**config.mk**
```make
export PLATFORM = sky130hd
export DESIGN_NAME = matmul_stream_engine
export DESIGN_NICKNAME = d
export VERILOG_FILES = /design/src/rtl/matmul_pkg.sv /design/src/rtl/mac_lane.sv /design/src/rtl/matmul_stream_engine.sv
export SDC_FILE = /design/constraint.sdc
export NUM_CORES = 2
export LEC_CHECK = 0
export ABC_AREA = 0
export BUFFER_PORTS_ARGS = -buffer_cell sky130_fd_sc_hd__buf_2
export CORE_MARGIN = 2
export CORE_UTILIZATION = 25
export DETAILED_ROUTE_END_ITERATION = 10
export GPL_TIMING_DRIVEN = 0
export SETUP_SLACK_MARGIN = 0.1
export SLEW_MARGIN = 20
export SYNTH_ARGS = -nofsm -noshare
export SYNTH_HDL_FRONTEND = slang
export SYNTH_SLANG_ARGS = --single-unit
```
**constraint.sdc**
```tcl
create_clock -name clk -period 12.9 [get_ports clk]
set_clock_uncertainty 0.2 [all_clocks]
set_input_delay 3.225 -clock clk [delete_from_list [all_inputs] [get_ports clk]]
set_output_delay 3.225 -clock clk [all_outputs]
set_load 0.05 [all_outputs]
```
**src/rtl/matmul_pkg.sv**
```systemverilog
// Shared types and sizing helpers for the streaming matrix multiplier.
package matmul_pkg;

    typedef enum logic [1:0] {
        IDLE    = 2'd0,
        LOAD    = 2'd1,
        COMPUTE = 2'd2,
        DRAIN   = 2'd3
    } state_t;

    // Width of an index into n items, never narrower than one bit.
    function automatic int idx_w(input int n);
        return (n > 1) ? $clog2(n) : 1;
    endfunction

    // Accumulator width that holds a sum of n full-width products without wrap.
    function automatic int default_acc_w(input int dw, input int n);
        return 2 * dw + $clog2(n);
    endfunction

endpackage

```
**src/rtl/mac_lane.sv**
```systemverilog
// One multiply-accumulate lane: DW x DW product, extended or truncated to
// ACC_W, summed into an accumulator that restarts on the first term of a row.
module mac_lane
    import matmul_pkg::*;
#(
    parameter int DW     = 16,
    parameter int ACC_W  = default_acc_w(DW, 4),
    parameter int SIGNED = 1
) (
    input  logic             clk,
    input  logic             rst_n,
    input  logic             en,
    input  logic             first,
    input  logic [DW-1:0]    a,
    input  logic [DW-1:0]    b,
    output logic [ACC_W-1:0] sum
);

    logic [ACC_W-1:0] prod_ext;
    logic [ACC_W-1:0] acc;

    generate
        if (SIGNED != 0) begin : g_signed
            logic signed [2*DW-1:0] prod;
            assign prod     = (2*DW)'($signed(a)) * (2*DW)'($signed(b));
            assign prod_ext = ACC_W'(prod);
        end else begin : g_unsigned
            logic [2*DW-1:0] prod;
            assign prod     = (2*DW)'(a) * (2*DW)'(b);
            assign prod_ext = ACC_W'(prod);
        end
    endgenerate

    // The running sum is visible combinationally so the final term can go
    // straight into the output buffer without an extra cycle.
    assign sum = (first ? '0 : acc) + prod_ext;

    // Accumulator advances only when enabled; a stalled row keeps its partial sum.
    always_ff @(posedge clk or negedge rst_n) begin
        if (!rst_n) begin
            acc <= '0;
        end else if (en) begin
            acc <= sum;
        end
    end

endmodule

```
**src/rtl/matmul_stream_engine.sv**
```systemverilog
// Streaming N x N matrix multiplier: operands arrive one element per beat,
// N MAC lanes produce one row of C every N cycles into a one-row output buffer.
module matmul_stream_engine
    import matmul_pkg::*;
#(
    parameter int N      = 4,
    parameter int DW     = 16,
    parameter int ACC_W  = default_acc_w(DW, N),
    parameter int SIGNED = 1
) (
    input  logic                clk,
    input  logic                rst_n,
    input  logic                keep_b,
    input  logic                in_valid,
    output logic                in_ready,
    input  logic [DW-1:0]       in_data,
    output logic                out_valid,
    input  logic                out_ready,
    output logic [N*ACC_W-1:0]  out_data,
    output logic [idx_w(N)-1:0] out_row,
    output logic                out_last,
    output logic                busy,
    output logic                done
);

    localparam int NN = N * N;
    localparam int IW = idx_w(N);
    localparam int AW = idx_w(NN);
    localparam int CW = idx_w(2 * NN);

    state_t state, state_next;

    logic [CW-1:0]      elem_cnt;
    logic               keep_q;
    logic [DW-1:0]      a_mem [NN];
    logic [DW-1:0]      b_mem [NN];
    logic [IW-1:0]      row_cnt;
    logic [IW-1:0]      k_cnt;
    logic [N*ACC_W-1:0] row_sum;

    logic          accept;
    logic          keep_eff;
    logic          last_beat;
    logic          in_a_phase;
    logic [AW-1:0] wr_a_idx;
    logic [AW-1:0] wr_b_idx;
    logic [AW-1:0] rd_a_idx;
    logic          k_first;
    logic          k_last;
    logic          row_last;
    logic          out_fire;
    logic          buf_load;
    logic          stall;
    logic          lane_en;

    assign accept     = in_valid && in_ready;
    // keep_b is only meaningful on the first beat; afterwards the latched copy rules.
    assign keep_eff   = (state == IDLE) ? keep_b : keep_q;
    assign last_beat  = keep_eff ? (elem_cnt == CW'(NN - 1)) : (elem_cnt == CW'(2 * NN - 1));
    assign in_a_phase = (elem_cnt < CW'(NN));
    assign wr_a_idx   = AW'(elem_cnt);
    assign wr_b_idx   = AW'(elem_cnt - CW'(NN));
    assign rd_a_idx   = AW'(int'(row_cnt) * N + int'(k_cnt));

    assign k_first  = (k_cnt == '0);
    assign k_last   = (k_cnt == IW'(N - 1));
    assign row_last = (row_cnt == IW'(N - 1));
    assign out_fire = out_valid && out_ready;
    // A finished row moves into the buffer if it is empty or draining this cycle.
    assign buf_load = (state == COMPUTE) && k_last && (!out_valid || out_ready);
    assign stall    = (state == COMPUTE) && k_last && !buf_load;
    assign lane_en  = (state == COMPUTE) && !stall;

    // State register.
    always_ff @(posedge clk or negedge rst_n) begin
        if (!rst_n) begin
            state <= IDLE;
        end else begin
            state <= state_next;
        end
    end

    // Next-state selection plus the handshake and status outputs.
    always_comb begin
        state_next = state;
        in_ready   = 1'b0;
        busy       = 1'b1;
        done       = 1'b0;
        unique case (state)
            IDLE: begin
                in_ready = 1'b1;
                busy     = 1'b0;
                if (in_valid) begin
                    state_next = last_beat ? COMPUTE : LOAD;
                end
            end
            LOAD: begin
                in_ready = 1'b1;
                if (in_valid && last_beat) begin
                    state_next = COMPUTE;
                end
            end
            COMPUTE: begin
                if (buf_load && row_last) begin
                    state_next = DRAIN;
                end
            end
            DRAIN: begin
                if (out_fire && out_last) begin
                    done       = 1'b1;
                    state_next = IDLE;
                end
            end
            default: state_next = IDLE;
        endcase
    end

    // Beat counter and keep_b latch; the counter returns to zero on the final beat.
    always_ff @(posedge clk or negedge rst_n) begin
        if (!rst_n) begin
            elem_cnt <= '0;
            keep_q   <= 1'b0;
        end else if (accept) begin
            if (state == IDLE) begin
                keep_q <= keep_b;
            end
            elem_cnt <= last_beat ? '0 : elem_cnt + CW'(1);
        end
    end

    // Operand storage: the first N*N beats fill A, the rest fill B.
    always_ff @(posedge clk or negedge rst_n) begin
        if (!rst_n) begin
            a_mem <= '{default: '0};
            b_mem <= '{default: '0};
        end else if (accept) begin
            if (in_a_phase) begin
                a_mem[wr_a_idx] <= in_data;
            end else begin
                b_mem[wr_b_idx] <= in_data;
            end
        end
    end

    // Row and term counters; both freeze while a finished row waits for the buffer.
    always_ff @(posedge clk or negedge rst_n) begin
        if (!rst_n) begin
            row_cnt <= '0;
            k_cnt   <= '0;
        end else if (lane_en) begin
            if (k_last) begin
                k_cnt   <= '0;
                row_cnt <= row_last ? '0 : row_cnt + IW'(1);
            end else begin
                k_cnt <= k_cnt + IW'(1);
            end
        end
    end

    generate
        for (genvar j = 0; j < N; j++) begin : g_lane
            logic [AW-1:0] rd_b_idx;
            assign rd_b_idx = AW'(int'(k_cnt) * N + j);

            mac_lane #(
                .DW     (DW),
                .ACC_W  (ACC_W),
                .SIGNED (SIGNED)
            ) u_lane (
                .clk   (clk),
                .rst_n (rst_n),
                .en    (lane_en),
                .first (k_first),
                .a     (a_mem[rd_a_idx]),
                .b     (b_mem[rd_b_idx]),
                .sum   (row_sum[j*ACC_W +: ACC_W])
            );
        end
    endgenerate

    // One-row output buffer; contents only change when a new row is loaded.
    always_ff @(posedge clk or negedge rst_n) begin
        if (!rst_n) begin
            out_valid <= 1'b0;
            out_data  <= '0;
            out_row   <= '0;
            out_last  <= 1'b0;
        end else if (buf_load) begin
            out_valid <= 1'b1;
            out_data  <= row_sum;
            out_row   <= row_cnt;
            out_last  <= row_last;
        end else if (out_fire) begin
            out_valid <= 1'b0;
        end
    end

endmodule

```
**Word level (Yosys, flattened, before mapping)**

Cells that the tools add are included.

- Flip-flop bits (word level): 800
- Output and inout port bits: 143
- Input bits: 21
- Word-level logic and storage cells: 155

- Magnitude comparators: 10
- $add $sub $neg: 12
- Multipliers: 4
- Eq/ne operators: 11
- Multiplexer cells: 42
- Bitwise logic cells: 8
- Reduce and logical (&&, ||, !) cells: 23

Operator list:

| operator | count |
|---|---|
| 256-bit bitwise mux | 2 |
| 16-bit binary-select mux with 4-bit select | 5 |
| 16-bit two-way mux | 12 |
| 34-bit adder | 4 |
| 34-bit two-way mux | 4 |
| 16-bit demux with 4-bit select | 2 |
| 16-bit by 16-bit multiplier with 32-bit output | 4 |
| 5-bit greater-or-equal comparator, second input constant | 7 |
| 4-bit NOT with 5-bit output | 7 |
| 2-bit two-way mux | 7 |
| 1-bit logical AND | 11 |
| 5-bit by 1-bit less-than comparator with 1-bit output, second input constant | 2 |
| 4-bit by 2-bit adder with 4-bit output, second input constant | 2 |
| 2-bit == test, second input constant | 4 |
| 1-bit two-way mux | 8 |
| 2-bit one-hot mux with 4 select lines | 1 |
| 2-bit != test, second input constant | 3 |
| 2-bit AND reduction | 3 |
| 5-bit by 1-bit adder with 5-bit output, second input constant | 1 |
| 5-bit by 4-bit == test with 1-bit output, second input constant | 1 |
| 5-bit == test, second input constant | 1 |
| 5-bit less-than comparator, second input constant | 1 |
| 5-bit two-way mux | 1 |
| 2-bit by 1-bit adder with 2-bit output, second input constant | 2 |
| other kinds (12) | 15 |

**Depth between registers and ports, before layout**

- Depth in word-level cells: 8
- Gate-level depth with buffers: 47
- Mapped depth without buffers: 40

**Cells and area by module**

From an unflattened synthesis, not the netlist that was laid out.

- Cells, all modules: 7477
- Area total of the unflattened synthesis: 80775.0 um^2

By module, submodules not included:

| module | area an instance (um^2) | seq. area each (um^2) | cells an instance | times used |
|---|---|---|---|---|
| matmul_stream_engine | 28781.4 | 16615.9 | 1715 | 1 |
| mac_lane (g_lane[0].u_lane) | 13075.0 | 850.8 | 1471 | 1 |
| mac_lane (g_lane[2].u_lane) | 13031.2 | 850.8 | 1446 | 1 |
| mac_lane (g_lane[3].u_lane) | 12953.7 | 850.8 | 1435 | 1 |
| mac_lane (g_lane[1].u_lane) | 12933.7 | 850.8 | 1410 | 1 |

**Worst setup path after synthesis**

OpenSTA, ideal clock, no wires.

- Path kind: flip-flop to flip-flop
- Start: register k_cnt[0]
- End: register g_lane[3].u_lane.acc[33]
- Stages on the path, launching flop included: 40
- Arrival time: 10.213 ns
- Slack: 2.410 ns
- Period minus slack after synthesis: 10.490 ns
- Data required time: 12.623 ns
- Cell sequence: dfrtp_1 clkbuf_1 buf_2 buf_1 mux4_2 mux2_2 o21ai_1 clkbuf_1 nor2_1 fa_1 inv_1 fa_1 fa_1 inv_1 fa_1 fa_1 inv_1 fa_1 [4 not listed] a21o_1 a21o_1 o21ai_0 nand3b_1 a21o_1 a21o_1 a21o_1 a21oi_1 xnor2_1 ha_1 a21o_1 a21o_1 a21o_1 o41ai_1 a21oi_1 mux2i_1 mux2_2 a21oi_1

- Longest elaborated chain between the ends: 7
- Elaborated cells between the ends (all ways): 21
- Classes of those cells: add/sub (3); mul (1); eq/ne (1); mux (7); bitwise (2); reduce/logical (7)

RTL lines:

| element | line | source |
|---|---|---|
| start, declared | matmul_stream_engine.sv:38 | `logic [IW-1:0] k_cnt;` |
| start signal, assigned | matmul_stream_engine.sv:155 | `k_cnt <= k_cnt + IW'(1);` |
| 4-bit by 2-bit adder with 4-bit output (tied with other cells) | matmul_stream_engine.sv:63 | `assign rd_a_idx = AW'(int'(row_cnt) * N + int'(k_cnt));` |
| 4-bit NOT with 5-bit output (not written as such) (tied with other cells) | matmul_stream_engine.sv:174 | `.a (a_mem[rd_a_idx]),` |
| 16-bit binary-select mux with 4-bit select (tied with other cells) | matmul_stream_engine.sv:174 |  |
| 16-bit two-way mux (not written as such) (tied with other cells) (2 in series) | matmul_stream_engine.sv:174 |  |
| 16-bit by 16-bit multiplier with 32-bit output or 1-bit zero test (tied branches) | mac_lane.sv:25, matmul_stream_engine.sv:72 |  |
| 34-bit adder or 1-bit logical AND (tied branches) | mac_lane.sv:36, matmul_stream_engine.sv:72 |  |
| end signal, assigned | mac_lane.sv:43 | `acc <= sum;` |
| end, declared | mac_lane.sv:20 | `logic [ACC_W-1:0] acc;` |

Several ways; a longest one is shown, not always the timed one. The select of a mux whose other input is x is not followed.
A chain may end at the register's enable or synchronous reset.

**Worst setup path after layout**

- Start: register k_cnt[1]
- End: register g_lane[3].u_lane.acc[33]

Same word-level chain as after synthesis.

==> metrics.txt <==
share of Yosys cell area claimed by the top area cell type between 20% and 30%; largest cells by area after synthesis fa_1 (26%), dfrtp_1 (25%), mux2_2 (8.2%), ha_1 (7.3%), nand2_1 (6.2%); CTS tree done; share of cells above drive strength 1 ~14%; number of setup violations in the final report 0; Max clock buf depth 3; Most used DFF post-synth dfrtp_1; Max stage delay cell, worst path fa_1; total grt overflow 0; Boundary Pins ~160; residual DRC count 0; Crit path required time 13.34 ns; Slew headroom 11.7%; R2R Setup Slk around 0.5 ns; crit path DAT 12.85 ns; CTS clock-pin slew for the worst setup and hold paths 0.06 ns; setup ws final roughly 0.49 ns; Post-synth EDFFs 0; max incr delay on CP roughly 0.55 ns; FF+latch count, synth 800; crit path max fanout 11; Final nets about 10,000; most frequent cells in the layout nand2_1 (1,324), inv_1 (1,271), fa_1 (1,052); CTS sink count 800; status finished clean; Final ANT Viol Nets 0; Post-CTS Setup Inserts 0; period utilization roughly 96%; Die X 568 um; TritonRoute pass-1 iters 8; Placed Area 86,500 um^2; Period minus WS final approximately 12 ns; max-cap viol count 0; Hold Path Sink g_lane[1].u_lane.acc[28]$_DFFE_PN0P_; worst-case reg-to-reg path depth between 40 and 50; PortBufs about 160; Slew Limit Fails 0; Tightest Hold Check Type flop to flop; Final Hold Vio Count 0; area leader, netlist fa_1; area added between synthesis and finish 12.7%; gpl congestion about 1.0; worst-margin pin slew roughly 1.3 ns; Syn Inst Count 8,085; Worst setup SP type flop; H-Tree Depth 3; Most common cell on crit path a21o_1; drt wl/cell about 21 um; DRT iter0 DRCs roughly 4,800; TritonCTS buffer count 90; number of global-route vias before repair approximately 60,000; DP Worst Slack -0.737 ns; Via-to-Cell Ratio around 4.7; RSZ-0062 raised after global routing false; hold depth 2; final WL 265,000 um; worst-skew pair later-pin latency between 0.8 and 0.9 ns; Via Count 59,000; final core utilization 28.3%; Synth Area per Inst approximately 9.8 um^2; Max Clk Rate 80.6 MHz; Synth cell types 88; fin area around 90,000 um^2; Hold Path Origin g_lane[1].u_lane.acc[28]$_DFFE_PN0P_; commonest non-fill, non-tap cell in the layout nand2_1; first-pass GRT wire length approximately 400,000 um; pin count of the biggest net entering global routing between 100 and 150; RR Endpoint g_lane[3].u_lane.acc[33]$_DFFE_PN0P_; crit path capture type flop; gr usage total between 10% and 20%; Post-CTS Hold Buffers 0; # rows slightly above 200; root buf cell clkbuf_16; critical path class flop to flop; Die H 568 um; Starting Density about a quarter; Syn Std Cell Area 79,600 um^2; antenna violations before repair 31; Critical R2R Launch k_cnt[1]$_DFFE_PN0P_; die area about 320,000 um^2; syn_nets 9,625; asr flop ratio synth between 90% and 100%; Core Area 318,000 um^2; synth warn 0; dpl hpwl 213,000 um; post-synthesis sequential area ratio 25.1%
[repair_timing]
| item | 4_1_cts | 5_1_grt |
|---|---|---|
| endpoints found under the hold margin | 0 | 0 |
| endpoints found under the setup margin | 36 | 22 |
| gates resized for setup | 28 | 83 |
| pin swaps | 0 | 0 |
[layout make-up]
class | count | area [um^2]
Fill cell | 33500 | 228000
Multi-Input combinational cell | 5640 | 53600
Sequential cell | 800 | 20000
Tap cell | 4180 | 5230
Inverter | 1272 | 4770
Clock buffer | 125 | 2530
Buffer | 370 | 1560
Timing Repair Buffer | 196 | 1460
Clock inverter | 37 | 579
Antenna cell | 10 | 25.0
[critical path, delay by kind of cell, from the launching register on]
kind	cells	cell delay, ns
flip-flops	1	0.36
XOR/XNOR	1	0.18
buffers and inverters	10	2.86
adder cells (fa/ha/maj)	8	3.55
AO/OA/AOI/OAI	15	3.01
multiplexers	4	1.40
AND/OR/NAND/NOR	3	0.66
[flip-flops by register name, indices dropped and copies added (netlist names)]
signal and flops:
keep_q 1, out_row 2, out_last 1, b_mem 256, k_cnt 2, row_cnt 2, state 2, a_mem 256
g_lane.u_lane.acc 136, elem_cnt 5, out_valid 1, out_data 136
[how the worst max path moves through the flow]
stage | startpoint | endpoint | cells past startpoint | slack, ns
after floorplan | k_cnt[0]$_DFFE_PN0P_ | g_lane[3].u_lane.acc[33]$_DFFE_PN0P_ | 39 | 2.41
after global placement | rst_n | g_lane[3].u_lane.acc[14]$_DFFE_PN0P_ | 1 | -10.02
after detailed placement | k_cnt[1]$_DFFE_PN0P_ | g_lane[1].u_lane.acc[32]$_DFFE_PN0P_ | 41 | -0.74
after CTS | k_cnt[0]$_DFFE_PN0P_ | g_lane[3].u_lane.acc[33]$_DFFE_PN0P_ | 43 | 0.11
after global routing | k_cnt[1]$_DFFE_PN0P_ | g_lane[3].u_lane.acc[33]$_DFFE_PN0P_ | 43 | 0.11
final | k_cnt[1]$_DFFE_PN0P_ | g_lane[3].u_lane.acc[33]$_DFFE_PN0P_ | 41 | 0.49
[kinds of logic (layout without fill, tap and decap cells)]
group | after synthesis | in the layout | share of synthesized area, %
xor+xnor | 250 | 250 | 2.78
other cells | 0 | 10 | 0
fa+ha+maj | 1522 | 1522 | 33.8
flops | 800 | 800 | 25.1
compound gates | 753 | 753 | 6.02
mux | 737 | 737 | 11.8
buf+inv | 1645 | 2000 | 7.81
simple gates | 2378 | 2378 | 12.6
[synthesized netlist by cell type, types with 46 or more instances]
library cell and number:
nand2_1 1324, inv_1 1272, fa_1 1052, dfrtp_1 800
mux2_2 583, nor2_1 577, ha_1 467, clkbuf_1 326
a21oi_1 201, xnor2_1 201, nor2b_1 180, o21ai_0 168
a21o_1 101, mux4_2 100, and2_1 89, o21a_1 63
mux2i_1 53, nand2b_1 47, nand3_1 46, xor2_1 46
[metal layers]
layer | global-route usage, % | up-vias | part of all wire [%]
met4 | 6.27 | 24 | 4.3
met2 | 25.2 | 2329 | 44
met5 | 0.0297 | - | 0.059
met1 | 21.5 | 30000 | 41
met3 | 5.06 | 550 | 11
li1 | - | 26100 | -
[per-stage QoR]
stage	hold slack, ns	instances	setup TNS [ns]
final	0.265	12600	0
after global routing	0.281	12600	0
after CTS	0.269	12600	0
after detailed placement	0.254	12500	-8.08
after global placement	0.249	12400	-7901.17
after floorplan	0.238	8085	0
Power is left out: the tool's default activity adds up to more than one toggle a clock period on the data nets, which glitch-free logic cannot reach.
